[src/rtl/bp_stall_profiler_ctrl_if.sv]
// Host read port of the stall profiler. Signal suffixes name the direction as seen by the controller.
// Handshake: a read is accepted on a clock edge where rd_v_i & rd_ready_o; the host holds rd_v_i and rd_addr_i until then; rd_data_v_o/rd_data_o follow exactly one cycle after accept.
interface bp_stall_profiler_ctrl_if #(
    parameter int counter_width_p = 32
);
    logic                       rd_v_i;
    logic [4:0]                 rd_addr_i;
    logic                       rd_ready_o;
    logic                       rd_data_v_o;
    logic [counter_width_p-1:0] rd_data_o;

    modport master (
        output rd_v_i,
        output rd_addr_i,
        input  rd_ready_o,
        input  rd_data_v_o,
        input  rd_data_o
    );

    modport slave (
        input  rd_v_i,
        input  rd_addr_i,
        output rd_ready_o,
        output rd_data_v_o,
        output rd_data_o
    );
endinterface

[src/rtl/bp_stall_profiler_ctrl.sv]
// Stall-reason counter bank controller: run coalescing, RMW flush into a 32-entry bank, shared read port, clear sweep.
// Optional BP_PROFILER_TOTAL_CYCLES_EN adds an enabled-RUN-cycle counter readable at index 31.
module bp_stall_profiler_ctrl #(
    parameter int counter_width_p = 32,
    parameter int acc_width_p     = 8,
    parameter int starve_limit_p  = 4,
    parameter int drop_width_p    = 16
) (
    input  logic                       aclk,
    input  logic                       aresetn,
    input  logic                       en_i,
    input  logic                       stall_v_i,
    input  logic [4:0]                 stall_reason_i,
    input  logic                       clear_i,
    output logic                       busy_o,
    bp_stall_profiler_ctrl_if.slave    rd_if,
    output logic [drop_width_p-1:0]    drop_count_o
);

    localparam int wait_w_lp = $clog2(starve_limit_p + 1);

    // CLEAR encodes as zero so the all-zero reset state starts the sweep; busy_o is the state decode.
    typedef enum logic {
        CLEAR = 1'b0,
        RUN   = 1'b1
    } state_e;

    state_e                     state_q, state_d;
    logic [4:0]                 clr_idx_q, clr_idx_d;

    logic [counter_width_p-1:0] mem_q [32];

    logic [4:0]                 acc_reason_q, acc_reason_d;
    logic [acc_width_p-1:0]     acc_cnt_q, acc_cnt_d;

    logic                       fb_v_q, fb_v_d;
    logic [4:0]                 fb_reason_q, fb_reason_d;
    logic [acc_width_p-1:0]     fb_cnt_q, fb_cnt_d;

    logic                       f1_v_q;
    logic [4:0]                 f1_idx_q;
    logic [counter_width_p-1:0] f1_base_q;
    logic [acc_width_p-1:0]     f1_cnt_q;
    logic [counter_width_p-1:0] f1_wdata;

    logic [wait_w_lp-1:0]       wait_q, wait_d;
    logic [drop_width_p-1:0]    drop_q, drop_d;

    logic                       rd_data_v_q;
    logic [counter_width_p-1:0] rd_data_q;

    logic                       run;
    logic                       host_prio;
    logic                       flush_go;
    logic                       rd_ready;
    logic                       rd_accept;
    logic [4:0]                 port_addr;
    logic [counter_width_p-1:0] port_data;
    logic [counter_width_p-1:0] total_rd;
    logic [counter_width_p-1:0] host_data;
    logic                       stall_ev;
    logic                       fb_free;
    logic                       acc_full;

    // ------------------------------------------------------------------
    // Read-port arbitration and the shared read with write bypass
    // ------------------------------------------------------------------
    assign run       = (state_q == RUN);
    assign host_prio = (wait_q == wait_w_lp'(starve_limit_p));
    assign flush_go  = run & ~clear_i & fb_v_q & ~host_prio;
    assign rd_ready  = run & ~clear_i & ~flush_go;
    assign rd_accept = rd_if.rd_v_i & rd_ready;
    assign port_addr = flush_go ? fb_reason_q : rd_if.rd_addr_i;

    assign f1_wdata  = f1_base_q + counter_width_p'(f1_cnt_q);
    // A read of the index being written this cycle must see the new sum, not the stale entry.
    assign port_data = (f1_v_q && (f1_idx_q == port_addr)) ? f1_wdata : mem_q[port_addr];
    assign host_data = (rd_if.rd_addr_i == 5'd31) ? total_rd : port_data;

`ifdef BP_PROFILER_TOTAL_CYCLES_EN
    logic [counter_width_p-1:0] total_q;

    always_ff @(posedge aclk or negedge aresetn) begin
        if (!aresetn) begin
            total_q <= '0;
        end else if (!run) begin
            total_q <= '0;
        end else if (en_i) begin
            total_q <= total_q + counter_width_p'(1);
        end
    end

    assign total_rd = total_q;
`else
    assign total_rd = '0;
`endif

    // ------------------------------------------------------------------
    // FSM, accumulator and flush buffer next state
    // ------------------------------------------------------------------
    assign stall_ev = en_i & stall_v_i & (stall_reason_i != 5'd31);
    assign fb_free  = ~fb_v_q | flush_go;
    assign acc_full = (acc_cnt_q == {acc_width_p{1'b1}});

    always_comb begin
        state_d      = state_q;
        clr_idx_d    = clr_idx_q;
        acc_reason_d = acc_reason_q;
        acc_cnt_d    = acc_cnt_q;
        fb_v_d       = fb_v_q & ~flush_go;
        fb_reason_d  = fb_reason_q;
        fb_cnt_d     = fb_cnt_q;
        drop_d       = drop_q;

        case (state_q)
            CLEAR: begin
                acc_cnt_d = '0;
                fb_v_d    = 1'b0;
                if (clear_i) begin
                    clr_idx_d = '0;
                end else if (clr_idx_q == 5'd31) begin
                    state_d   = RUN;
                    clr_idx_d = '0;
                end else begin
                    clr_idx_d = clr_idx_q + 5'd1;
                end
            end
            RUN: begin
                if (clear_i) begin
                    state_d   = CLEAR;
                    clr_idx_d = '0;
                    acc_cnt_d = '0;
                    fb_v_d    = 1'b0;
                end else if (stall_ev) begin
                    if ((acc_cnt_q != '0) && (stall_reason_i == acc_reason_q) && !acc_full) begin
                        acc_cnt_d = acc_cnt_q + acc_width_p'(1);
                    end else if (acc_cnt_q == '0) begin
                        acc_reason_d = stall_reason_i;
                        acc_cnt_d    = acc_width_p'(1);
                    end else if (fb_free) begin
                        fb_v_d       = 1'b1;
                        fb_reason_d  = acc_reason_q;
                        fb_cnt_d     = acc_cnt_q;
                        acc_reason_d = stall_reason_i;
                        acc_cnt_d    = acc_width_p'(1);
                    end else if (drop_q != {drop_width_p{1'b1}}) begin
                        drop_d = drop_q + drop_width_p'(1);
                    end
                end else if (!en_i && (acc_cnt_q != '0) && fb_free) begin
                    // Frozen: push the partial run out so the bank becomes consistent.
                    fb_v_d      = 1'b1;
                    fb_reason_d = acc_reason_q;
                    fb_cnt_d    = acc_cnt_q;
                    acc_cnt_d   = '0;
                end
            end
            default: begin
                state_d   = CLEAR;
                clr_idx_d = '0;
            end
        endcase
    end

    // Starvation counter: only a request that keeps waiting accumulates credit.
    always_comb begin
        wait_d = wait_q;
        if (rd_accept || !rd_if.rd_v_i) begin
            wait_d = '0;
        end else if (!host_prio) begin
            wait_d = wait_q + wait_w_lp'(1);
        end
    end

    // ------------------------------------------------------------------
    // Sequential state
    // ------------------------------------------------------------------
    always_ff @(posedge aclk or negedge aresetn) begin
        if (!aresetn) begin
            state_q      <= CLEAR;
            clr_idx_q    <= '0;
            acc_reason_q <= '0;
            acc_cnt_q    <= '0;
            fb_v_q       <= 1'b0;
            fb_reason_q  <= '0;
            fb_cnt_q     <= '0;
            wait_q       <= '0;
            drop_q       <= '0;
        end else begin
            state_q      <= state_d;
            clr_idx_q    <= clr_idx_d;
            acc_reason_q <= acc_reason_d;
            acc_cnt_q    <= acc_cnt_d;
            fb_v_q       <= fb_v_d;
            fb_reason_q  <= fb_reason_d;
            fb_cnt_q     <= fb_cnt_d;
            wait_q       <= wait_d;
            drop_q       <= drop_d;
        end
    end

    // F0 captures the current entry; F1 writes it back incremented on the next cycle.
    always_ff @(posedge aclk or negedge aresetn) begin
        if (!aresetn) begin
            f1_v_q    <= 1'b0;
            f1_idx_q  <= '0;
            f1_base_q <= '0;
            f1_cnt_q  <= '0;
        end else begin
            f1_v_q <= flush_go;
            if (flush_go) begin
                f1_idx_q  <= fb_reason_q;
                f1_base_q <= port_data;
                f1_cnt_q  <= fb_cnt_q;
            end
        end
    end

    always_ff @(posedge aclk or negedge aresetn) begin
        if (!aresetn) begin
            for (int i = 0; i < 32; i++) begin
                mem_q[i] <= '0;
            end
        end else if (!run) begin
            mem_q[clr_idx_q] <= '0;
        end else if (f1_v_q) begin
            mem_q[f1_idx_q] <= f1_wdata;
        end
    end

    always_ff @(posedge aclk or negedge aresetn) begin
        if (!aresetn) begin
            rd_data_v_q <= 1'b0;
            rd_data_q   <= '0;
        end else begin
            rd_data_v_q <= rd_accept;
            if (rd_accept) begin
                rd_data_q <= host_data;
            end
        end
    end

    assign busy_o            = ~run;
    assign rd_if.rd_ready_o  = rd_ready;
    assign rd_if.rd_data_v_o = rd_data_v_q;
    assign rd_if.rd_data_o   = rd_data_q;
    assign drop_count_o      = drop_q;

endmodule

[src/flat_wrapper.sv]
// flat-port wrapper written by rule: the top's interface ports become plain ports
module bp_stall_profiler_ctrl_flat 
#(
    parameter int counter_width_p = 32,
    parameter int acc_width_p     = 8,
    parameter int starve_limit_p  = 4,
    parameter int drop_width_p    = 16
)
  (aclk, aresetn, en_i, stall_v_i, stall_reason_i, clear_i, busy_o, drop_count_o, rd_if_rd_v_i, rd_if_rd_addr_i, rd_if_rd_ready_o, rd_if_rd_data_v_o, rd_if_rd_data_o);
  bp_stall_profiler_ctrl_if #(.counter_width_p(counter_width_p)) rd_if_i ();
  input  logic aclk;
  input  logic aresetn;
  input  logic en_i;
  input  logic stall_v_i;
  input  logic [4:0] stall_reason_i;
  input  logic clear_i;
  output logic busy_o;
  output logic [drop_width_p-1:0] drop_count_o;
  input wire logic [$bits(rd_if_i.rd_v_i)-1:0] rd_if_rd_v_i;
  input wire logic [$bits(rd_if_i.rd_addr_i)-1:0] rd_if_rd_addr_i;
  output wire logic [$bits(rd_if_i.rd_ready_o)-1:0] rd_if_rd_ready_o;
  output wire logic [$bits(rd_if_i.rd_data_v_o)-1:0] rd_if_rd_data_v_o;
  output wire logic [$bits(rd_if_i.rd_data_o)-1:0] rd_if_rd_data_o;
  assign rd_if_i.rd_v_i = rd_if_rd_v_i;
  assign rd_if_i.rd_addr_i = rd_if_rd_addr_i;
  assign rd_if_rd_ready_o = rd_if_i.rd_ready_o;
  assign rd_if_rd_data_v_o = rd_if_i.rd_data_v_o;
  assign rd_if_rd_data_o = rd_if_i.rd_data_o;
  bp_stall_profiler_ctrl #(.counter_width_p(counter_width_p), .acc_width_p(acc_width_p), .starve_limit_p(starve_limit_p), .drop_width_p(drop_width_p)) u_core (.aclk(aclk), .aresetn(aresetn), .en_i(en_i), .stall_v_i(stall_v_i), .stall_reason_i(stall_reason_i), .clear_i(clear_i), .busy_o(busy_o), .rd_if(rd_if_i), .drop_count_o(drop_count_o));
endmodule
[config.mk]
export PLATFORM = sky130hd
export DESIGN_NAME = bp_stall_profiler_ctrl_flat
export DESIGN_NICKNAME = d
export VERILOG_FILES = /design/src/rtl/bp_stall_profiler_ctrl_if.sv /design/src/rtl/bp_stall_profiler_ctrl.sv /design/src/flat_wrapper.sv
export SDC_FILE = /design/constraint.sdc
export NUM_CORES = 2
export LEC_CHECK = 0
export ABC_AREA = 1
export ABC_CLOCK_PERIOD_IN_PS = 3500
export CAP_MARGIN = 20
export CORE_MARGIN = 2
export CORE_UTILIZATION = 40
export CTS_BUF_LIST = sky130_fd_sc_hd__clkbuf_4 sky130_fd_sc_hd__clkbuf_8
export DETAILED_ROUTE_END_ITERATION = 12
export DONT_BUFFER_PORTS = 1
export PLACE_DENSITY = 0.52
export SLEW_MARGIN = 20
export SYNTH_ARGS = -nofsm -noshare
export SYNTH_HDL_FRONTEND = slang
export SYNTH_SLANG_ARGS = --single-unit
[constraint.sdc]
create_clock -name aclk -period 3.5 [get_ports aclk]
set_clock_uncertainty 0.05 [all_clocks]
set_input_delay 0.35 -clock aclk [delete_from_list [all_inputs] [get_ports aclk]]
set_output_delay 0.35 -clock aclk [all_outputs]
set_load 0.01 [all_outputs]
==> flow_summary.json <==
{
  "drc": 0,
  "grtUsageTotal_pct": 31.86,
  "synth_area_sq_um": 55550,
  "final.min_clock_period_ns": 3.346,
  "num_vias": 51110,
  "worst_hold_path_type": "in2async",
  "grt_pass1_wl_mm": 337.1,
  "place_hpwl_mm": 138.8,
  "regToRegSetupSlack_ns": 0.15,
  "syn-mean-instance-area_sq_um": 8.036,
  "clk_transition_reported_paths_ns": 0.06,
  "final.fill_count": 13730,
  "post_synth_fa_ha_maj_area_fraction_pct": 0.4414,
  "fp.dieArea_sq_um": 141900,
  "achievable_freq_mhz": 298.9,
  "multi_input_comb_area_sq_um": 20300,
  "rows": 136,
  "drive_above_1_share_pct": 10.62,
  "numClockSinks": 1155,
  "outcome": "complete, no violations",
  "tns_ns": 0,
  "regArea_sq_um": 28900,
  "layout-area-overhead-vs-synth_pct": 15.16,
  "drt_iter0_drc": 5313,
  "routed_wl_mm": 227.2,
  "drtPass1Iterations": 6,
  "grt_max_degree": 216,
  "final_max_slew_viol_count": 0,
  "drv.max_cap_violation_count": 0,
  "critical_register_to_register_path_endpoint": "u_core.f1_base_q[9]$_DFFE_PN0N_",
  "detail_route.wl_per_cell_microns": 25.59,
  "number_of_global_route_vias_before_repair": 50310,
  "gr-total-overflow": 0,
  "synth-seq-cells": 1155,
  "floorplan.die.height_microns": 376.7,
  "post_synth_xor_area_fraction_pct": 0.6622,
  "cp_data_arrival_time_ns": 4.16,
  "clk-insertion-delay-late_ns": 0.95,
  "timing.final.crit_share_pct": 95.60,
  "ant_nets": 0,
  "count_of_input_and_output_buffers": 0,
  "post_synth_mux_area_share_pct": 0,
  "final_net_count": 6962,
  "postSynthNetCount": 6948,
  "tightestPinTransition_ns": 1.100,
  "gate_count_of_the_mapped_netlist": 6913,
  "starting_density_pct": 40.35,
  "finalInstanceArea_sq_um": 63980,
  "power_per_cell_area_nw_per_um2": 461.6,
  "timing.max_slew.rel_slack_pct": 26.10,
  "critical_path_class": "reg2reg",
  "vias_per_cell": 5.757,
  "final_setup_fails": 0,
  "synth.distinct_cells": 37,
  "cts_htree_levels": 4,
  "synth_async_sr_flop_share_pct": 100.0,
  "tritoncts": "built",
  "crit_path_max_incr_delay_ns": 0.36,
  "r2r-start": "u_core.wait_q[0]$_DFFE_PN0P_",
  "grt_antenna_before_repair": 3,
  "worstSetupStartpointType": "register",
  "total_count_of_hold_check_failures_in_the_final_report": 0,
  "core_area_sq_um": 137700,
  "synthesis.yosys.warnings": 0,
  "synth_compound_gate_area_share_pct": 12.75,
  "clockRootBuffer": "sky130_fd_sc_hd__clkbuf_8",
  "cp_common_cell": "sky130_fd_sc_hd__nand2_1",
  "yosysSeqAreaShare_pct": 52.03,
  "leakage_nw": 31.11,
  "critical_path.slowest_cell": "sky130_fd_sc_hd__dfrtp_1",
  "cts-buffers-inserted": 201,
  "worstPathMaxFanout": 34,
  "globalplace.congestion": 0.9203,
  "clk_path_buf_depth": 3,
  "synth-edff-count": 0,
  "post_synth_and_or_nand_nor_area_fraction_pct": 22.07,
  "worstPathCellList": "inv_1, ha_1, nand2_1, nand2_1, nor2_4, nand2_1, o21ai_4, inv_4, buf_12, nand3_1, nand3_1, nand3_1, nand3_1, nand2_1, nand2_1, nand2_1",
  "dpl-instance-area_sq_um": 59330,
  "dominant_combinational_cell_family_by_area_after_synthesis": "simple AND/OR/NAND/NOR gates",
  "setup.worst_path.end_class": "register",
  "worst_ep_required_time_ns": 4.31,
  "io_pins": 67,
  "chipWidth_microns": 376.7,
  "ir_worst_vdd_mv": 0.3378,
  "r2r.worst_path.cells": 16,
  "synth_ff_type": "sky130_fd_sc_hd__dfrtp_1"
}
==> worst max path at each step <==
stage                                         startpoint                               end  slack [ns]  cells past startpoint
after floorplan           u_core.f1_cnt_q[0]$_DFFE_PN0N_      u_core.mem_q[28]$_DFFE_PN0P_        1.07                     11
after global placement      u_core.wait_q[0]$_DFFE_PN0P_   u_core.f1_base_q[5]$_DFFE_PN0N_        0.05                     17
after detailed placement    u_core.wait_q[0]$_DFFE_PN0P_   u_core.f1_base_q[5]$_DFFE_PN0N_        0.06                     17
after CTS                   u_core.wait_q[0]$_DFFE_PN0P_   u_core.f1_base_q[5]$_DFFE_PN0N_        0.02                     17
after global routing        u_core.wait_q[0]$_DFFE_PN0P_  u_core.f1_base_q[16]$_DFFE_PN0N_       -0.01                     18
final                       u_core.wait_q[0]$_DFFE_PN0P_   u_core.f1_base_q[9]$_DFFE_PN0N_        0.15                     16
==> critical path, delay by kind of cell (launching register included) <==
| family | cells | cell delay, ns |
|---|---|---|
| and+or+nand+nor | 11 | 1.68 |
| DFF | 1 | 0.36 |
| buffers and inverters | 3 | 0.59 |
| AOI/OAI and AO/OA | 1 | 0.31 |
| adders and majority gates | 1 | 0.21 |
==> through the flow <==
stage	util (%)	power [mW]	cells	hold slack, ns	setup slack, ns
6_report	46.47	29.53	8878	0.06272	0.1539
5_1_grt	46.46	30.53	8873	0.07538	-0.01111
4_1_cts	46.38	29.68	8868	0.02794	0.01525
3_5_place_dp	43.10	16.30	8499	0.01332	0.06043
3_3_place_gp	43.00	16.29	8494	0.01308	0.04507
2_1_floorplan	-	14.93	6913	0.004409	1.069
==> placed cells by master (no fill, tap or decap), types with 7 or more instances in the layout <==
master,instances
sky130_fd_sc_hd__o22ai_1,995
sky130_fd_sc_hd__clkbuf_4,66
sky130_fd_sc_hd__o21ai_0,78
sky130_fd_sc_hd__a21oi_1,28
sky130_fd_sc_hd__nand3_1,1201
sky130_fd_sc_hd__inv_1,1176
sky130_fd_sc_hd__buf_12,58
sky130_fd_sc_hd__dfrtp_1,1155
sky130_fd_sc_hd__nor3_1,38
sky130_fd_sc_hd__ha_1,18
sky130_fd_sc_hd__xor2_1,23
sky130_fd_sc_hd__xnor2_1,10
sky130_fd_sc_hd__buf_16,14
sky130_fd_sc_hd__xor2_4,7
sky130_fd_sc_hd__nor2_1,93
sky130_fd_sc_hd__a22oi_1,24
sky130_fd_sc_hd__clkinv_2,12
sky130_fd_sc_hd__buf_4,267
sky130_fd_sc_hd__nand3_2,13
sky130_fd_sc_hd__nand2_1,1433
sky130_fd_sc_hd__dlygate4sd3_1,13
sky130_fd_sc_hd__nand4_1,18
sky130_fd_sc_hd__clkbuf_8,268
==> cell families (layout without fill, tap and decap cells) <==
group | after synthesis | after routing
flops | 1155 | 1155
xor+xnor | 42 | 42
fa+ha+maj | 19 | 19
simple gates | 2822 | 2822
other cells | 0 | 6
compound gates | 1147 | 1147
buf+inv | 1728 | 1893
==> Yosys cell counts (all sizes together), types with 6 or more instances <==
cell type  number  area share [%]
dfrtp        1155              52
nor4            6           0.068
ha             18            0.41
nor2          100            0.70
xor2           30            0.47
nand2        1441             9.7
nor3           38            0.34
clkbuf        337             2.3
buf           206             1.8
a22oi          24            0.32
inv          1184             8.0
nand3        1214              11
nand4          18            0.20
a21oi          29            0.26
o22ai         995              11
o21ai          84            0.76
xnor2          12            0.19
==> timing repair <==
action	4_1_cts	5_1_grt
endpoints found under the hold margin	666	0
resized for setup	0	11
hold buffers	15	0
buffers inserted	0	2
setup endpoints to repair	0	15
==> per-layer routing <==
| metal | global-route usage, % | wire [microns] | vias up |
|---|---|---|---|
| li1 | - | - | 22850 |
| met1 | 43.48 | 96480 | 25370 |
| met2 | 48.05 | 99800 | 2405 |
| met3 | 5.794 | 18120 | 477 |
| met4 | 17.23 | 12770 | 2 |
| met5 | 0 | 11 | - |
==> power breakdown <==
group | internal, mW | switching, mW | leakage, nW
clock network | 7.54 | 5.83 | 2.31
registers | 13.4 | 0.113 | 16.1
logic | 0.704 | 1.91 | 12.7
total | 21.7 | 7.85 | 31.1
==> sequential cells by signal (all words and copies together) (netlist names) <==
name / flops
u_core.acc_reason_q: 5
u_core.f1_idx_q: 5
u_core.fb_cnt_q: 8
u_core.rd_if.rd_data_o: 32
u_core.fb_v_q: 1
u_core.wait_q: 3
u_core.mem_q: 1024
u_core.f1_cnt_q: 8
u_core.f1_v_q: 1
u_core.fb_reason_q: 5
u_core.clr_idx_q: 5
u_core.f1_base_q: 32
u_core.drop_count_o: 16
u_core.rd_if.rd_data_v_o: 1
u_core.acc_cnt_q: 8
u_core.run: 1
==> area by class of cell <==
cell class,instances,area share (%)
sequential,1155,45.18
multi-input combinational,4030,31.74
inverter,1185,6.976
clock buffer,334,6.540
timing repair buffer,354,5.810
tap,1794,3.509
clock inverter,20,0.2288
antenna,6,0.02347
Power figures use the tool's default switching activity.
